**config.mk**
```make
export PLATFORM = sky130hd
export DESIGN_NAME = fwd_hazard_ctrl
export DESIGN_NICKNAME = d
export VERILOG_FILES = /design/src/rtl/fwd_hazard_ctrl.sv
export SDC_FILE = /design/constraint.sdc
export NUM_CORES = 1
export LEC_CHECK = 0
export ABC_AREA = 0
export BUFFER_PORTS_ARGS = -buffer_cell sky130_fd_sc_hd__buf_4
export CORE_MARGIN = 4
export CORE_UTILIZATION = 45
export DETAILED_ROUTE_END_ITERATION = 8
export GPL_ROUTABILITY_DRIVEN = 0
export PLACE_DENSITY = 0.73
export REMOVE_ABC_BUFFERS = 1
export SETUP_SLACK_MARGIN = 0.5
export SYNTH_ARGS = -nofsm -noshare
export SYNTH_HDL_FRONTEND = slang
export SYNTH_SLANG_ARGS = --single-unit
```
**constraint.sdc**
```tcl
create_clock -name clk -period 2.35 [get_ports clk]
set_input_delay 0.47 -clock clk [delete_from_list [all_inputs] [get_ports clk]]
set_output_delay 0.47 -clock clk [all_outputs]
set_load 0.01 [all_outputs]
```
**src/rtl/fwd_hazard_ctrl.sv**
```systemverilog
// Forwarding-select and load-use hazard control for a 5-stage pipeline.
// Tracks the EX/MEM/WB destination entries and steers operand bypass muxes.
module fwd_hazard_ctrl (
  input  logic        clk,
  input  logic        rst_n,
  input  logic        id_valid,
  input  logic [2:0]  id_ra,
  input  logic [2:0]  id_rb,
  input  logic        id_ra_used,
  input  logic        id_rb_used,
  input  logic [2:0]  id_rd,
  input  logic        id_wr_en,
  input  logic [1:0]  id_src,
  input  logic        flush,
  output logic        stall,
  output logic [1:0]  fwd_a_sel,
  output logic [1:0]  fwd_b_sel,
  output logic [1:0]  m3_mem,
  output logic [15:0] stall_cnt
);

  localparam int unsigned REG_W = 3;
  localparam int unsigned SRC_W = 2;
  localparam int unsigned SEL_W = 2;
  localparam int unsigned CNT_W = 16;

  localparam logic [SRC_W-1:0] SRC_LOAD = 2'b00;

  localparam logic [SEL_W-1:0] SEL_RF  = 2'b00;
  localparam logic [SEL_W-1:0] SEL_EX  = 2'b01;
  localparam logic [SEL_W-1:0] SEL_MEM = 2'b10;
  localparam logic [SEL_W-1:0] SEL_WB  = 2'b11;

  typedef struct packed {
    logic             valid;
    logic [REG_W-1:0] rd;
    logic             wr_en;
    logic [SRC_W-1:0] src;
  } stage_t;

  stage_t           ex_q;
  stage_t           mem_q;
  stage_t           wb_q;
  stage_t           id_ent;
  stage_t           ex_d;
  logic [CNT_W-1:0] stall_cnt_q;

  logic ex_a, mem_a, wb_a;
  logic ex_b, mem_b, wb_b;
  logic haz_a, haz_b;
  logic [SEL_W-1:0] sel_a, sel_b;

  // A stage produces operand r when it is live, writes, and targets r.
  function automatic logic produces(input stage_t s, input logic [REG_W-1:0] r,
                                    input logic used);
    return used & s.valid & s.wr_en & (s.rd == r);
  endfunction

  // Youngest non-load producer wins; WB data is always final.
  function automatic logic [SEL_W-1:0] pick_sel(input logic ex_m, input logic mem_m,
                                                input logic wb_m);
    logic [SEL_W-1:0] sel;
    sel = SEL_RF;
    if (ex_m && (ex_q.src != SRC_LOAD))
      sel = SEL_EX;
    else if (mem_m && (mem_q.src != SRC_LOAD))
      sel = SEL_MEM;
    else if (wb_m)
      sel = SEL_WB;
    return sel;
  endfunction

  // Load data is not available until WB; a younger EX writer shadows MEM.
  function automatic logic load_hazard(input logic ex_m, input logic mem_m);
    return (ex_m && (ex_q.src == SRC_LOAD)) ||
           (!ex_m && mem_m && (mem_q.src == SRC_LOAD));
  endfunction

  always_comb begin
    id_ent       = '0;
    id_ent.valid = id_valid;
    id_ent.rd    = id_rd;
    id_ent.wr_en = id_wr_en;
    id_ent.src   = id_src;
  end

  always_comb begin
    ex_a  = produces(ex_q,  id_ra, id_ra_used);
    mem_a = produces(mem_q, id_ra, id_ra_used);
    wb_a  = produces(wb_q,  id_ra, id_ra_used);
    ex_b  = produces(ex_q,  id_rb, id_rb_used);
    mem_b = produces(mem_q, id_rb, id_rb_used);
    wb_b  = produces(wb_q,  id_rb, id_rb_used);
  end

  always_comb begin
    haz_a = load_hazard(ex_a, mem_a);
    haz_b = load_hazard(ex_b, mem_b);
    sel_a = pick_sel(ex_a, mem_a, wb_a);
    sel_b = pick_sel(ex_b, mem_b, wb_b);
  end

  // Flush kills the ID instruction, so it can never be the one held.
  always_comb begin
    stall     = id_valid & ~flush & (haz_a | haz_b);
    fwd_a_sel = SEL_RF;
    fwd_b_sel = SEL_RF;
    if (id_valid && !stall) begin
      fwd_a_sel = sel_a;
      fwd_b_sel = sel_b;
    end
    m3_mem = mem_q.valid ? mem_q.src : SRC_LOAD;
  end

  always_comb begin
    ex_d = '0;
    if (id_valid && !stall && !flush)
      ex_d = id_ent;
  end

  always_ff @(posedge clk or negedge rst_n) begin
    if (!rst_n) begin
      ex_q  <= '0;
      mem_q <= '0;
      wb_q  <= '0;
    end else begin
      ex_q  <= ex_d;
      mem_q <= ex_q;
      wb_q  <= mem_q;
    end
  end

  // Saturating count of bubble cycles.
  always_ff @(posedge clk or negedge rst_n) begin
    if (!rst_n)
      stall_cnt_q <= '0;
    else if (stall && (stall_cnt_q != '1))
      stall_cnt_q <= stall_cnt_q + CNT_W'(1);
  end

  assign stall_cnt = stall_cnt_q;

endmodule

```
======== After elaboration in Yosys (flattened, before gate mapping) ========
Index checks and enable logic that the tools add are counted.
operators by class
  equality and inequality tests ........... 7
  multiplexer cells ....................... 10
  reductions and logical operators ........ 23
  bitwise operators ....................... 22
  add/subtract/negate cells ............... 1
operators with widths
  operator                                                          count
  1-bit AND                                                         20
  3-bit == test                                                     6
  2-bit two-way mux                                                 9
  16-bit by 1-bit adder with 16-bit output (second input constant)  1
  16-bit != test (second input constant)                            1
  1-bit logical AND                                                 13
  7-bit two-way mux                                                 1
  1-bit zero test                                                   4
  2-bit zero test                                                   2
  2-bit nonzero test                                                2
  1-bit logical OR                                                  2
  1-bit NOT                                                         1
  1-bit OR                                                          1
storage, ports and cells
  logic and storage cells ................. 75
  register bits ........................... 35
  output and inout port bits .............. 23
  bits of input ports ..................... 18

======== Logic depth before layout (Yosys ltp) ========
Gate-level depths: netlist of run 1.
  depth in word-level cells ............... 13
  gate-level depth with buffers ........... 8

======== Worst setup path before layout of run 1 ========
No wires, ideal clock.
  path kind ............................... in2out
  from .................................... input id_ra[2]
  to ...................................... output fwd_a_sel[1]
  arrival ................................. 2076 ps
  required time ........................... 1880 ps
  path slack .............................. -196 ps
  cell stages on the path ................. 6
  path through ............................ xor2_1 or4_4 a22oi_1 o31a_4 o21ai_0 nor3_1
between the ends
  longest elaborated chain between the ends .. 11
ends and longest elaborated chain
  element                         RTL line  source
  from (decl)                     7         input logic [2:0] id_ra,
  3-bit == test                   56        return used & s.valid & s.wr_en & (s.rd == r);
  1-bit AND                       56
  1-bit zero test                 76        (!ex_m && mem_m && (mem_q.src == SRC_LOAD));
  1-bit logical AND (2 in a row)  76
  1-bit logical OR                75        return (ex_m && (ex_q.src == SRC_LOAD)) ||
  1-bit OR                        105       stall = id_valid & ~flush & (haz_a | haz_b);
  1-bit AND                       105
  1-bit zero test                 108       if (id_valid && !stall) begin
  1-bit logical AND               108
  2-bit two-way mux *             108
  to (decl)                       16        output logic [1:0] fwd_a_sel,
Every way passes the cells marked *; elsewhere a longest branch is shown, timed or not.

======== Final worst setup path of run 1 ========
  from .................................... register ex_q[5] (netlist bit)
  to ...................................... output fwd_a_sel[1]
between the ends
  longest elaborated chain between the ends .. 11
ends and longest elaborated chain
  element                         RTL line  source
  from (decl)                     41        stage_t ex_q;
  from (signal assigned)          123       ex_q <= '0;
  from (signal assigned)          127       ex_q <= ex_d;
  3-bit == test                   56
  1-bit AND                       56
  1-bit zero test                 76
  1-bit logical AND (2 in a row)  76
  1-bit logical OR                75
  1-bit OR                        105
  1-bit AND                       105
  1-bit zero test                 108
  1-bit logical AND               108
  2-bit two-way mux *             108
Marks and branches as above.

==> results of run 1 <==
-- flip-flops by register name, summed over array words and instances (netlist names) --
| name | count |
|---|---|
| stall_cnt | 16 |
| ex_q | 7 |
| mem_q | 7 |
| wb_q | 5 |
-- critical path, cell delays in order, from the launching register on --
cell and delay, ns:
dfrtp_1 0.40, xor2_1 0.17, or4_4 0.57, a211o_1 0.34
o31a_4 0.14, o21ai_4 0.14, buf_6 0.13, nor3_2 0.04
buf_4 0.14
-- through the flow --
stage / utilization, % / worst slack, ns
6_report: 68.8 / -0.476
5_1_grt: 68.8 / -0.544
4_1_cts: 63.1 / -0.449
3_5_place_dp: 59.1 / -0.438
3_3_place_gp: 59.1 / -0.365
2_1_floorplan: - / -0.257
-- cells in the mapped netlist, drive strengths merged --
cell type,number
nor2b,1
dfrtp,35
clkbuf,1
mux2,1
a22oi,1
nand2,5
nand4,10
nor2,6
o211ai,1
o22ai,1
a211o,1
nor4,2
and3,12
and4,3
ha,1
and2,3
nor3b,1
o21ai,4
xnor2,11
buf,4
nand3,8
a21oi,2
and2b,1
o31a,3
nor3,8
or4,2
xor2,22
-- area by class of cell --
type,instances,area [um^2],share of cell area [%]
Clock buffer,6,72.6,2.88
Clock inverter,2,12.5,0.497
Multi-Input combinational cell,110,923,36.7
Sequential cell,35,876,34.8
Tap cell,48,60.1,2.38
Timing Repair Buffer,69,574,22.8
-- worst min path at each step --
| stage | slack [ns] | startpoint | depth (start not counted) | endpoint |
|---|---|---|---|---|
| finish | 0.12 | rst_n | 1 | stall_cnt[15]$_DFFE_PN0P_ |
| global placement | 0.39 | ex_q[2]$_DFF_PN0_ | 0 | mem_q[2]$_DFF_PN0_ |
| CTS | 0.13 | rst_n | 1 | stall_cnt[1]$_DFFE_PN0P_ |
| floorplan | 0.17 | rst_n | 0 | ex_q[0]$_DFF_PN0_ |
| detailed placement | 0.40 | ex_q[2]$_DFF_PN0_ | 0 | mem_q[2]$_DFF_PN0_ |
| global route | 0.16 | rst_n | 1 | stall_cnt[15]$_DFFE_PN0P_ |
-- where the power goes --
group | switching, mW | total [mW] | internal [mW]
combinational | 0.0533 | 0.113 | 0.0595
clock | 0.218 | 0.425 | 0.207
sequential | 0.0157 | 0.633 | 0.617
-- cells by family after synthesis --
family | share of synthesized area (%)
xor+xnor | 16.9
flops | 51.3
compound gates | 5.94
simple gates | 22.1
mux | 0.660
fa+ha+maj | 0.733
buf+inv | 2.27
-- metal layers --
layer | track usage [%] | wire length (um)
met5 | 0 | 0
met4 | 7.59 | 76
met3 | 5.51 | 192
met2 | 27.3 | 2080
met1 | 21.1 | 1950
-- what timing repair did --
item                                   4_1_cts  5_1_grt
setup endpoints to repair                   28       28
resized for setup                           13       28
hold buffers                                 0        0
buffers inserted                             1       10
endpoints found under the hold margin        0        0
pin swaps                                    8       20
==> impl_table.tex, run 1 <==
\begin{tabular}{lr}
\hline
Metric & Value \\
\hline
\multicolumn{2}{l}{\textbf{Detailed routing}} \\
\quad Number of remaining DRC errors & 0 \\
\quad Number of nets with antenna violations after detailed routing & 0 \\
\quad Via/cell ratio & 5.20 \\
\quad Wire length after detailed routing & 4300 um \\
\quad Drt initial violations & 113 \\
\quad Number of detailed-routing iterations run before antenna repair & 4 \\
\quad Vias & 1404 \\
\quad Wirelength per Cell & 15.9 um \\
\multicolumn{2}{l}{\textbf{Worst setup path}} \\
\quad Worst setup path startpoint & ex\_q[5]\$\_DFF\_PN0\_ \\
\quad Critical register-to-register path endpoint & stall\_cnt[1]\$\_DFFE\_PN0P\_ \\
\quad CP arrival & 2.36 ns \\
\quad Reg2Reg Launch Point & ex\_q[5]\$\_DFF\_PN0\_ \\
\quad CP Capture Type & output pin \\
\quad Last element of the critical path & fwd\_a\_sel[1] \\
\quad Startpoint Class & flop \\
\quad Top fanout value on the critical path & 4 \\
\quad Data required time at the worst endpoint & 1.88 ns \\
\quad Flop2flop setup slack & -0.29 ns \\
\quad Depth of the most critical reg-to-reg path & 9 \\
\quad Category of the most critical setup path & flop to output pin \\
\multicolumn{2}{l}{\textbf{Timing}} \\
\quad Number of endpoints with negative hold slack in the final report & 0 \\
\quad Count of pins over their slew limit & 0 \\
\quad Final worst-path cycle share & 120\% \\
\quad Maximum clock rate & 354 MHz \\
\quad Max-slew headroom at the worst pin & 61.5\% \\
\quad Final setup violating endpoints & 19 \\
\quad Slew @ Worst Pin & 0.575 ns \\
\quad Hold slack final & 0.121 ns \\
\quad Total Neg Setup Slack & -5.05 ns \\
\quad Tmin final & 2.83 ns \\
\quad Fin worst setup slack & -0.476 ns \\
\quad Final clock skew & 0.00341 ns \\
\quad RSZ-0062 raised after global routing & true \\
\multicolumn{2}{l}{\textbf{Global route}} \\
\quad Number of global-route vias before repair & 1384 \\
\quad Number of antenna violations at the first check in global routing & 0 \\
\quad Pin count of the biggest net entering global routing & 36 \\
\quad Global-route wire length before repair & 6520 um \\
\quad Total congestion overflow after global routing & 0 \\
\quad GRT Overall Usage & 17.1\% \\
\multicolumn{2}{l}{\textbf{Synth}} \\
\quad Syn\_area\_per\_cell & 11.4 um\^{}2 \\
\quad Top post-synthesis cells by area & dfrtp\_1, xor2\_1, xnor2\_1 \\
\quad Number of warnings reported in the yosys synthesis log & 0 \\
\quad Flops \& latches, synth & 35 \\
\quad Fraction of synthesized cell area taken by the top area cell type & 51.3\% \\
\quad Share of the yosys chip area belonging to registers & 51.3\% \\
\quad Cell taking the most area after synthesis & dfrtp\_1 \\
\quad Post-synthesis instance area & 1710 um\^{}2 \\
\quad Number of instances in the synthesized netlist & 150 \\
\quad Number of distinct standard cells referenced by the synthesized netlist & 33 \\
\multicolumn{2}{l}{\textbf{Flow run}} \\
\quad Count of maximum capacitance violations & 0 \\
\multicolumn{2}{l}{\textbf{Power and ir drop}} \\
\quad Worst vdd ir & 421 uV \\
\quad Power density over cell area & 465 nW/um\^{}2 \\
\quad Overall Power & 1.17 mW \\
\quad Standby leakage power & 1.29 nW \\
\multicolumn{2}{l}{\textbf{Placement}} \\
\quad Count of port buffers added during placement & 40 \\
\quad Placed standard-cell area & 2160 um\^{}2 \\
\quad \# placed instances & 251 \\
\quad DP HPWL & 2910 um \\
\multicolumn{2}{l}{\textbf{Cells and area}} \\
\quad Post-route non-filler standard cell count & 270 \\
\quad Number of antenna repair diodes & 0 \\
\quad Layout cells sized above 1 & 45.9\% \\
\quad P\&R area growth vs syn & 47.6\% \\
\quad Leading cell type in the layout, fill and taps excluded & buf\_4 \\
\quad Number of nets at the end of the flow & 240 \\
\quad \# fillers & 264 \\
\quad Fin area & 2520 um\^{}2 \\
\quad Highest-count cells in the layout ignoring fill and taps & buf\_4, dfrtp\_1, xor2\_1 \\
\multicolumn{2}{l}{\textbf{Die}} \\
\quad Die Wd & 69.6 um \\
\quad Height of the die & 69.6 um \\
\quad Total Die Area & 4840 um\^{}2 \\
\quad Starting Density & 46.6\% \\
\quad Count of boundary I/O pins & 41 \\
\quad Number of standard-cell rows in the floorplan & 22 \\
\quad Core area & 3660 um\^{}2 \\
\multicolumn{2}{l}{\textbf{Clock tree}} \\
\quad TritonCTS Sinks & 35 \\
\quad Number of buffers created by CTS & 5 \\
\quad Clock slew seen by the registers of the worst setup and hold paths & 0.07 ns \\
\quad Clock root buffer master & clkbuf\_8 \\
\quad Clock network latency to the later pin of the worst-skew pair & 0.29 ns \\
\quad Max Buffers Root-to-Sink & 2 \\
\quad Clock tree from TritonCTS & built \\
\quad CTS H-tree lvls & 2 \\
\multicolumn{2}{l}{\textbf{Hold path}} \\
\quad Worst min-delay path category & input port to async pin \\
\multicolumn{2}{l}{\textbf{Run status}} \\
\quad Outcome & complete, but fails checks \\
\quad Violated checks & setup timing \\
\hline
\end{tabular}
(Power assumes the default switching activity.)
==> run 2, diff against run 1 <==
CORE_ASPECT_RATIO = 0.5   (was unset)
CORE_MARGIN = unset   (was 4)
CORE_UTILIZATION = 37   (was 45)
PLACE_DENSITY = 0.62   (was 0.73)
==> run 2 against run 1 <==
  * The flow finishes with violations (DRC, setup timing)
  * Combinational power decreased by 9%
  * Global-route usage increased by 0.29 points
  * Cell area decreased by 6.1%
  * Sequential share of layout area increased by 2.2 points
  * Via count decreased by 3.8%
  * Critical path type unchanged
  * Highest routed layer unchanged
==> impl_table.tex, run 2 (same netlist as run 1, synthesis figures left out) <==
\begin{tabular}{lr}
\hline
Metric & Value \\
\hline
\multicolumn{2}{l}{\textbf{Power and ir drop}} \\
\quad Proportion of power drawn by the clock network & 36.5\% (was 36.3\%) \\
\quad Overall Power & 1.16 mW (was 1.17 mW) \\
\quad Standby leakage power & 1.23 nW (was 1.29 nW) \\
\quad Seq pwr share & 54.7\% (was 54.1\%) \\
\quad Share of total power in combinational logic & 8.9\% (was 9.6\%) \\
\quad Internal Pwr Total & 0.874 mW (was 0.884 mW) \\
\quad Power density over cell area & 489 nW/um\^{}2 (was 465 nW/um\^{}2) \\
\quad Net load switching power & 0.284 mW (was 0.287 mW) \\
\quad Share of total power consumed by net switching & 24.5\% (about the same) \\
\quad Worst vdd ir & 213 uV (was 421 uV) \\
\multicolumn{2}{l}{\textbf{Timing}} \\
\quad Final clock skew & 0.00450 ns (was 0.00341 ns) \\
\quad Fin worst setup slack & -0.461 ns (was -0.476 ns) \\
\quad Tmin final & 2.81 ns (was 2.83 ns) \\
\quad Slew @ Worst Pin & 0.594 ns (was 0.575 ns) \\
\quad Maximum clock rate & 356 MHz (was 354 MHz) \\
\quad Final worst-path cycle share & 120\% (about the same) \\
\quad RSZ-0062 raised after global routing & true (unchanged) \\
\quad Count of pins over their slew limit & 0 (unchanged) \\
\quad Final setup violating endpoints & 12 (was 19) \\
\quad Hold slack final & 0.112 ns (was 0.121 ns) \\
\quad Number of endpoints with negative hold slack in the final report & 0 (unchanged) \\
\quad Total Neg Setup Slack & -2.60 ns (was -5.05 ns) \\
\quad Max-slew headroom at the worst pin & 60.3\% (was 61.5\%) \\
\multicolumn{2}{l}{\textbf{Cells and area}} \\
\quad Layout cells sized above 1 & 39.2\% (was 45.9\%) \\
\quad Highest-count cells in the layout ignoring fill and taps & buf\_4, dfrtp\_1, xor2\_1 (unchanged) \\
\quad FF+latch area & 876 um\^{}2 (unchanged) \\
\quad Leading cell type in the layout, fill and taps excluded & buf\_4 (unchanged) \\
\quad Area used by multi-input combinational logic & 870 um\^{}2 (was 923 um\^{}2) \\
\quad P\&R area growth vs syn & 38.6\% (was 47.6\%) \\
\quad Number of nets at the end of the flow & 230 (was 240) \\
\quad Number of antenna repair diodes & 0 (unchanged) \\
\quad Fin area & 2370 um\^{}2 (was 2520 um\^{}2) \\
\quad \# fillers & 396 (was 264) \\
\quad Largest register FFs & 16 (unchanged) \\
\multicolumn{2}{l}{\textbf{Die}} \\
\quad Total Die Area & 4900 um\^{}2 (was 4840 um\^{}2) \\
\quad Number of standard-cell rows in the floorplan & 17 (was 22) \\
\quad Count of boundary I/O pins & 41 (unchanged) \\
\quad Height of the die & 50.0 um (was 69.6 um) \\
\quad Starting Density & 38.8\% (was 46.6\%) \\
\quad Core area & 4400 um\^{}2 (was 3660 um\^{}2) \\
\quad Die Wd & 98.0 um (was 69.6 um) \\
\multicolumn{2}{l}{\textbf{Worst setup path}} \\
\quad Startpoint Class & flop (unchanged) \\
\quad Category of the most critical setup path & flop to output pin (unchanged) \\
\quad Top fanout value on the critical path & 3 (was 4) \\
\quad CP Capture Type & output pin (unchanged) \\
\quad Data required time at the worst endpoint & 1.88 ns (about the same) \\
\quad CP arrival & 2.34 ns (was 2.36 ns) \\
\multicolumn{2}{l}{\textbf{Clock tree}} \\
\quad Max Buffers Root-to-Sink & 2 (unchanged) \\
\quad Clock slew seen by the registers of the worst setup and hold paths & 0.07 ns (about the same) \\
\quad TritonCTS Sinks & 35 (unchanged) \\
\quad Clock tree from TritonCTS & built (unchanged) \\
\quad CTS H-tree lvls & 2 (unchanged) \\
\quad Number of buffers created by CTS & 5 (unchanged) \\
\quad Clock root buffer master & clkbuf\_8 (unchanged) \\
\quad Clock network latency to the later pin of the worst-skew pair & 0.29 ns (about the same) \\
\multicolumn{2}{l}{\textbf{Detailed routing}} \\
\quad Number of nets with antenna violations after detailed routing & 0 (unchanged) \\
\quad Wirelength per Cell & 14.4 um (was 15.9 um) \\
\quad Via/cell ratio & 5.02 (was 5.20) \\
\quad Vias & 1351 (was 1404) \\
\quad Wire length after detailed routing & 3880 um (was 4300 um) \\
\quad Drt initial violations & 44 (was 113) \\
\quad Number of detailed-routing iterations run before antenna repair & 6 (was 4) \\
\quad Number of remaining DRC errors & 2 (was 0) \\
\multicolumn{2}{l}{\textbf{Global route}} \\
\quad Global-route wire length before repair & 6450 um (was 6520 um) \\
\quad GRT Overall Usage & 17.4\% (was 17.1\%) \\
\quad Total congestion overflow after global routing & 0 (unchanged) \\
\quad Number of antenna violations at the first check in global routing & 0 (unchanged) \\
\quad Pin count of the biggest net entering global routing & 36 (unchanged) \\
\quad Number of global-route vias before repair & 1357 (was 1384) \\
\multicolumn{2}{l}{\textbf{Run status}} \\
\quad Violated checks & DRC, setup timing (was setup timing) \\
\quad Outcome & complete, but fails checks (unchanged) \\
\multicolumn{2}{l}{\textbf{Placement}} \\
\quad DP HPWL & 2900 um (was 2910 um) \\
\quad Placed standard-cell area & 2170 um\^{}2 (was 2160 um\^{}2) \\
\quad Count of port buffers added during placement & 40 (unchanged) \\
\quad Minimum setup slack after placement & -0.478 ns (was -0.438 ns) \\
\multicolumn{2}{l}{\textbf{Flow run}} \\
\quad Count of maximum capacitance violations & 0 (unchanged) \\
\multicolumn{2}{l}{\textbf{Hold path}} \\
\quad Worst min-delay path category & input port to async pin (unchanged) \\
\hline
\end{tabular}
==> run 2: path summary, 6_finish.rpt <==
check	from	to	slack (ns)	cells past startpoint
min in group clk	id_src[0]	ex_q[0]$_DFF_PN0_	0.41	2
setup reg to reg	ex_q[3]$_DFF_PN0_	stall_cnt[1]$_DFFE_PN0P_	-0.09	8
setup / recovery	ex_q[3]$_DFF_PN0_	stall	-0.46	7
hold / removal	rst_n	mem_q[4]$_DFF_PN0_	0.11	1
max in group asynchronous	rst_n	stall_cnt[13]$_DFFE_PN0P_	1.93	1
hold reg to reg	ex_q[2]$_DFF_PN0_	mem_q[2]$_DFF_PN0_	0.41	0
==> run 2: repair_timing <==
item	in CTS	in global routing
gates resized for setup	17	5
endpoints found under the setup margin	28	28
hold buffers	0	0
pin swaps	13	8
buffers inserted	1	0
==> run 2: layout make-up <==
type,instances,share of cell area (%)
clock inverters,3,0.635
multi-input cells,110,36.8
clock buffers,5,2.91
repair buffers,59,19.7
flip-flops and latches,35,37.0
well taps,57,3.01
==> run 2: power groups by stage <==
stage | Sequential, mW | Combinational, mW | Clock (mW)
finish | 0.633 | 0.103 | 0.422
global route | 0.635 | 0.114 | 0.462
CTS | 0.633 | 0.103 | 0.432
detailed placement | 0.645 | 0.0992 | 0
global placement | 0.644 | 0.0980 | 0
floorplan | 0.641 | 0.0317 | 0
==> run 2: routing by layer <==
layer	vias to the layer above	routed length (um)	track usage, %
met1	665	1860	22.3
met5	-	0	0
li1	659	-	-
met2	18	1840	28.5
met4	0	71	8.33
met3	9	105	3.40
==> run 2: critical path, stage by stage (launching register included) <==
cell and delay [ns]:
dfrtp_1 0.42, xor2_1 0.15, or4_4 0.54, a211o_1 0.34
o31a_4 0.13, buf_4 0.15, and2b_1 0.20, buf_4 0.12
==> run 2: through the flow <==
step,std cells,util [%]
after global routing,269,53.7
after global placement,260,49.4
after detailed placement,260,49.4
final,269,53.7
after CTS,269,53.2
after floorplan,145,-
==> run 3, diff against run 2 <==
MAX_ROUTING_LAYER = met4   (was unset)
==> run 3 against run 2 <==
  * The flow still finishes with violations (DRC, setup timing)
  * Count of clock-buffer cells in the layout did not move
  * Maximum frequency decreased by 0.14%
  * Sequential power about the same
  * Via count shrank 0.37%
  * Non-clock buffer count is the same
  * Combinational power about the same
  * Worst hold slack better by 0.0023 ns
  * Routed wire length is 0.62% higher
  * Clock power about the same
  * Largest power group unchanged
==> impl_table.tex, run 3 (same netlist as run 1, synthesis figures left out) <==
\begin{tabular}{lr}
\hline
Metric & Value \\
\hline
\multicolumn{2}{l}{\textbf{Run status}} \\
\quad Outcome & complete, but fails checks (unchanged) \\
\quad Violated checks & DRC, setup timing (unchanged) \\
\multicolumn{2}{l}{\textbf{Die}} \\
\quad Height of the die & 50.0 um (unchanged) \\
\quad Number of standard-cell rows in the floorplan & 17 (unchanged) \\
\quad Die Wd & 98.0 um (unchanged) \\
\quad Core area & 4400 um\^{}2 (unchanged) \\
\quad Count of boundary I/O pins & 41 (unchanged) \\
\quad Starting Density & 38.8\% (unchanged) \\
\quad Total Die Area & 4900 um\^{}2 (unchanged) \\
\multicolumn{2}{l}{\textbf{Timing}} \\
\quad Final clock skew & 0.00499 ns (was 0.00450 ns) \\
\quad Slew @ Worst Pin & 0.603 ns (was 0.594 ns) \\
\quad Number of endpoints with negative hold slack in the final report & 0 (unchanged) \\
\quad Max-slew headroom at the worst pin & 59.7\% (was 60.3\%) \\
\quad Maximum clock rate & 355 MHz (was 356 MHz) \\
\quad Total Neg Setup Slack & -2.63 ns (was -2.60 ns) \\
\quad Final setup violating endpoints & 12 (unchanged) \\
\quad Count of pins over their slew limit & 0 (unchanged) \\
\quad RSZ-0062 raised after global routing & true (unchanged) \\
\quad Final worst-path cycle share & 120\% (about the same) \\
\quad Tmin final & 2.81 ns (about the same) \\
\quad Hold slack final & 0.114 ns (was 0.112 ns) \\
\quad Fin worst setup slack & -0.465 ns (was -0.461 ns) \\
\multicolumn{2}{l}{\textbf{Global route}} \\
\quad GRT Overall Usage & 17.9\% (was 17.4\%) \\
\quad Global-route wire length before repair & 6440 um (was 6450 um) \\
\quad Number of global-route vias before repair & 1345 (was 1357) \\
\quad Total congestion overflow after global routing & 0 (unchanged) \\
\quad Number of antenna violations at the first check in global routing & 0 (unchanged) \\
\quad Pin count of the biggest net entering global routing & 36 (unchanged) \\
\multicolumn{2}{l}{\textbf{Detailed routing}} \\
\quad Number of detailed-routing iterations run before antenna repair & 6 (unchanged) \\
\quad Wirelength per Cell & 14.5 um (was 14.4 um) \\
\quad Via/cell ratio & 5.00 (was 5.02) \\
\quad Number of remaining DRC errors & 2 (unchanged) \\
\quad Vias & 1346 (was 1351) \\
\quad Number of nets with antenna violations after detailed routing & 0 (unchanged) \\
\quad Wire length after detailed routing & 3900 um (was 3880 um) \\
\quad Drt initial violations & 44 (unchanged) \\
\multicolumn{2}{l}{\textbf{Clock tree}} \\
\quad TritonCTS Sinks & 35 (unchanged) \\
\quad Count of hold buffers inserted by post-cts repair & 0 (unchanged) \\
\quad Number of buffers created by CTS & 5 (unchanged) \\
\quad Clock network latency to the later pin of the worst-skew pair & 0.29 ns (about the same) \\
\quad Clock root buffer master & clkbuf\_8 (unchanged) \\
\quad Clock slew seen by the registers of the worst setup and hold paths & 0.07 ns (about the same) \\
\quad Max Buffers Root-to-Sink & 2 (unchanged) \\
\quad CTS H-tree lvls & 2 (unchanged) \\
\quad Clock tree from TritonCTS & built (unchanged) \\
\multicolumn{2}{l}{\textbf{Worst setup path}} \\
\quad Cell chain of the critical path & xor2\_1 -> or4\_4 -> a211o\_1 -> o31a\_4 -> buf\_4 -> and2b\_1 -> buf\_4 (unchanged) \\
\quad Critical register-to-register path endpoint & stall\_cnt[1]\$\_DFFE\_PN0P\_ (unchanged) \\
\quad Data required time at the worst endpoint & 1.88 ns (about the same) \\
\quad Cell mode on critical path & buf\_4 (unchanged) \\
\quad CP peak stage delay & 0.54 ns (about the same) \\
\quad Category of the most critical setup path & flop to output pin (unchanged) \\
\quad Depth of the most critical reg-to-reg path & 8 (unchanged) \\
\quad Reg2Reg Launch Point & ex\_q[3]\$\_DFF\_PN0\_ (unchanged) \\
\quad CP Capture Type & output pin (unchanged) \\
\quad Slowest cell on the critical path & or4\_4 (unchanged) \\
\quad CP arrival & 2.34 ns (about the same) \\
\quad Top fanout value on the critical path & 3 (unchanged) \\
\quad Buf/Inv on CP & 2 (unchanged) \\
\quad Startpoint Class & flop (unchanged) \\
\quad Cell class contributing the biggest share of worst-path delay & simple AND/OR/NAND/NOR gates (unchanged) \\
\quad Flop2flop setup slack & -0.09 ns (about the same) \\
\multicolumn{2}{l}{\textbf{Power and ir drop}} \\
\quad Worst vdd ir & 212 uV (was 213 uV) \\
\quad Net load switching power & 0.284 mW (about the same) \\
\quad Internal Pwr Total & 0.874 mW (about the same) \\
\quad Seq pwr share & 54.7\% (about the same) \\
\quad Share of total power consumed by net switching & 24.6\% (was 24.5\%) \\
\quad Power density over cell area & 490 nW/um\^{}2 (was 489 nW/um\^{}2) \\
\quad Proportion of power drawn by the clock network & 36.5\% (about the same) \\
\quad Standby leakage power & 1.23 nW (unchanged) \\
\quad Share of total power in combinational logic & 8.9\% (about the same) \\
\multicolumn{2}{l}{\textbf{Placement}} \\
\quad DP HPWL & 2900 um (unchanged) \\
\quad Count of port buffers added during placement & 40 (unchanged) \\
\multicolumn{2}{l}{\textbf{Cells and area}} \\
\quad Layout cells sized above 1 & 39.2\% (unchanged) \\
\quad Leading cell type in the layout, fill and taps excluded & buf\_4 (unchanged) \\
\quad P\&R area growth vs syn & 38.6\% (unchanged) \\
\quad FF+latch area & 876 um\^{}2 (unchanged) \\
\quad Largest register FFs & 16 (unchanged) \\
\quad Highest-count cells in the layout ignoring fill and taps & buf\_4, dfrtp\_1, xor2\_1 (unchanged) \\
\quad Number of antenna repair diodes & 0 (unchanged) \\
\quad Number of nets at the end of the flow & 230 (unchanged) \\
\quad Area used by multi-input combinational logic & 870 um\^{}2 (unchanged) \\
\quad \# fillers & 396 (unchanged) \\
\multicolumn{2}{l}{\textbf{Hold path}} \\
\quad Worst min-delay path category & input port to async pin (unchanged) \\
\multicolumn{2}{l}{\textbf{Flow run}} \\
\quad Count of maximum capacitance violations & 0 (unchanged) \\
\hline
\end{tabular}
run 3: cell counts in the layout (fill, tap and decap cells not counted):
Identical to the previous run, type by type.
run 3: worst reg2reg max path, stage by stage, from the launching register on:
cell	delay, ns
dfrtp_1	0.42
xor2_1	0.16
or4_4	0.54
a211o_1	0.34
buf_4	0.15
buf_6	0.11
o22ai_4	0.18
buf_6	0.15
mux2_4	0.29
run 3: how the worst max path moves through the flow:
| stage | to | depth (start not counted) | start | slack, ns |
|---|---|---|---|---|
| 6_report | stall | 7 | ex_q[3]$_DFF_PN0_ | -0.46 |
| 5_1_grt | fwd_b_sel[1] | 8 | ex_q[3]$_DFF_PN0_ | -0.53 |
| 4_1_cts | fwd_b_sel[1] | 8 | ex_q[3]$_DFF_PN0_ | -0.46 |
| 3_5_place_dp | fwd_a_sel[1] | 9 | id_ra[2] | -0.48 |
| 3_3_place_gp | fwd_a_sel[1] | 9 | id_ra[2] | -0.35 |
| 2_1_floorplan | fwd_a_sel[1] | 6 | id_ra[2] | -0.26 |
run 3: through the flow:
| stage | instances | cell area, um^2 | util, % | total power [mW] | worst slack [ns] |
|---|---|---|---|---|---|
| after floorplan | 145 | 1670 | - | 0.673 | -0.257 |
| after global placement | 260 | 2170 | 49.4 | 0.742 | -0.352 |
| after detailed placement | 260 | 2170 | 49.4 | 0.744 | -0.478 |
| after CTS | 269 | 2340 | 53.2 | 1.17 | -0.465 |
| after global routing | 269 | 2370 | 53.7 | 1.21 | -0.527 |
| final | 269 | 2370 | 53.7 | 1.16 | -0.465 |
run 3: metal layers:
metal / part of all wire, % / routed length [um] / track usage (%) / vias to the layer above
li1: - / - / - / 659
met5: 0 / 0 / - / -
met4: 0.74 / 29 / 5.30 / 0
met3: 2.8 / 109 / 4.96 / 4
met2: 48 / 1870 / 28.4 / 20
met1: 48 / 1890 / 22.6 / 663
run 3: repair_timing:
action                     4_1_cts  5_1_grt
pin swaps                       13        8
setup buffers                    1        0
gates resized for setup         17        5
setup endpoints to repair       28       28
run 3: cell type report:
cell class / count / area share [%]
sequential: 35 / 37.0
multi-input combinational: 110 / 36.8
timing repair buffer: 59 / 19.7
tap: 57 / 3.01
clock buffer: 5 / 2.91
clock inverter: 3 / 0.635
run 3: power by group through the flow:
stage	sequential (mW)	combinational [mW]	clock [mW]
detailed placement	0.645	0.0992	0
CTS	0.633	0.103	0.432
global route	0.635	0.114	0.466
floorplan	0.641	0.0317	0
global placement	0.644	0.0980	0
finish	0.633	0.103	0.422
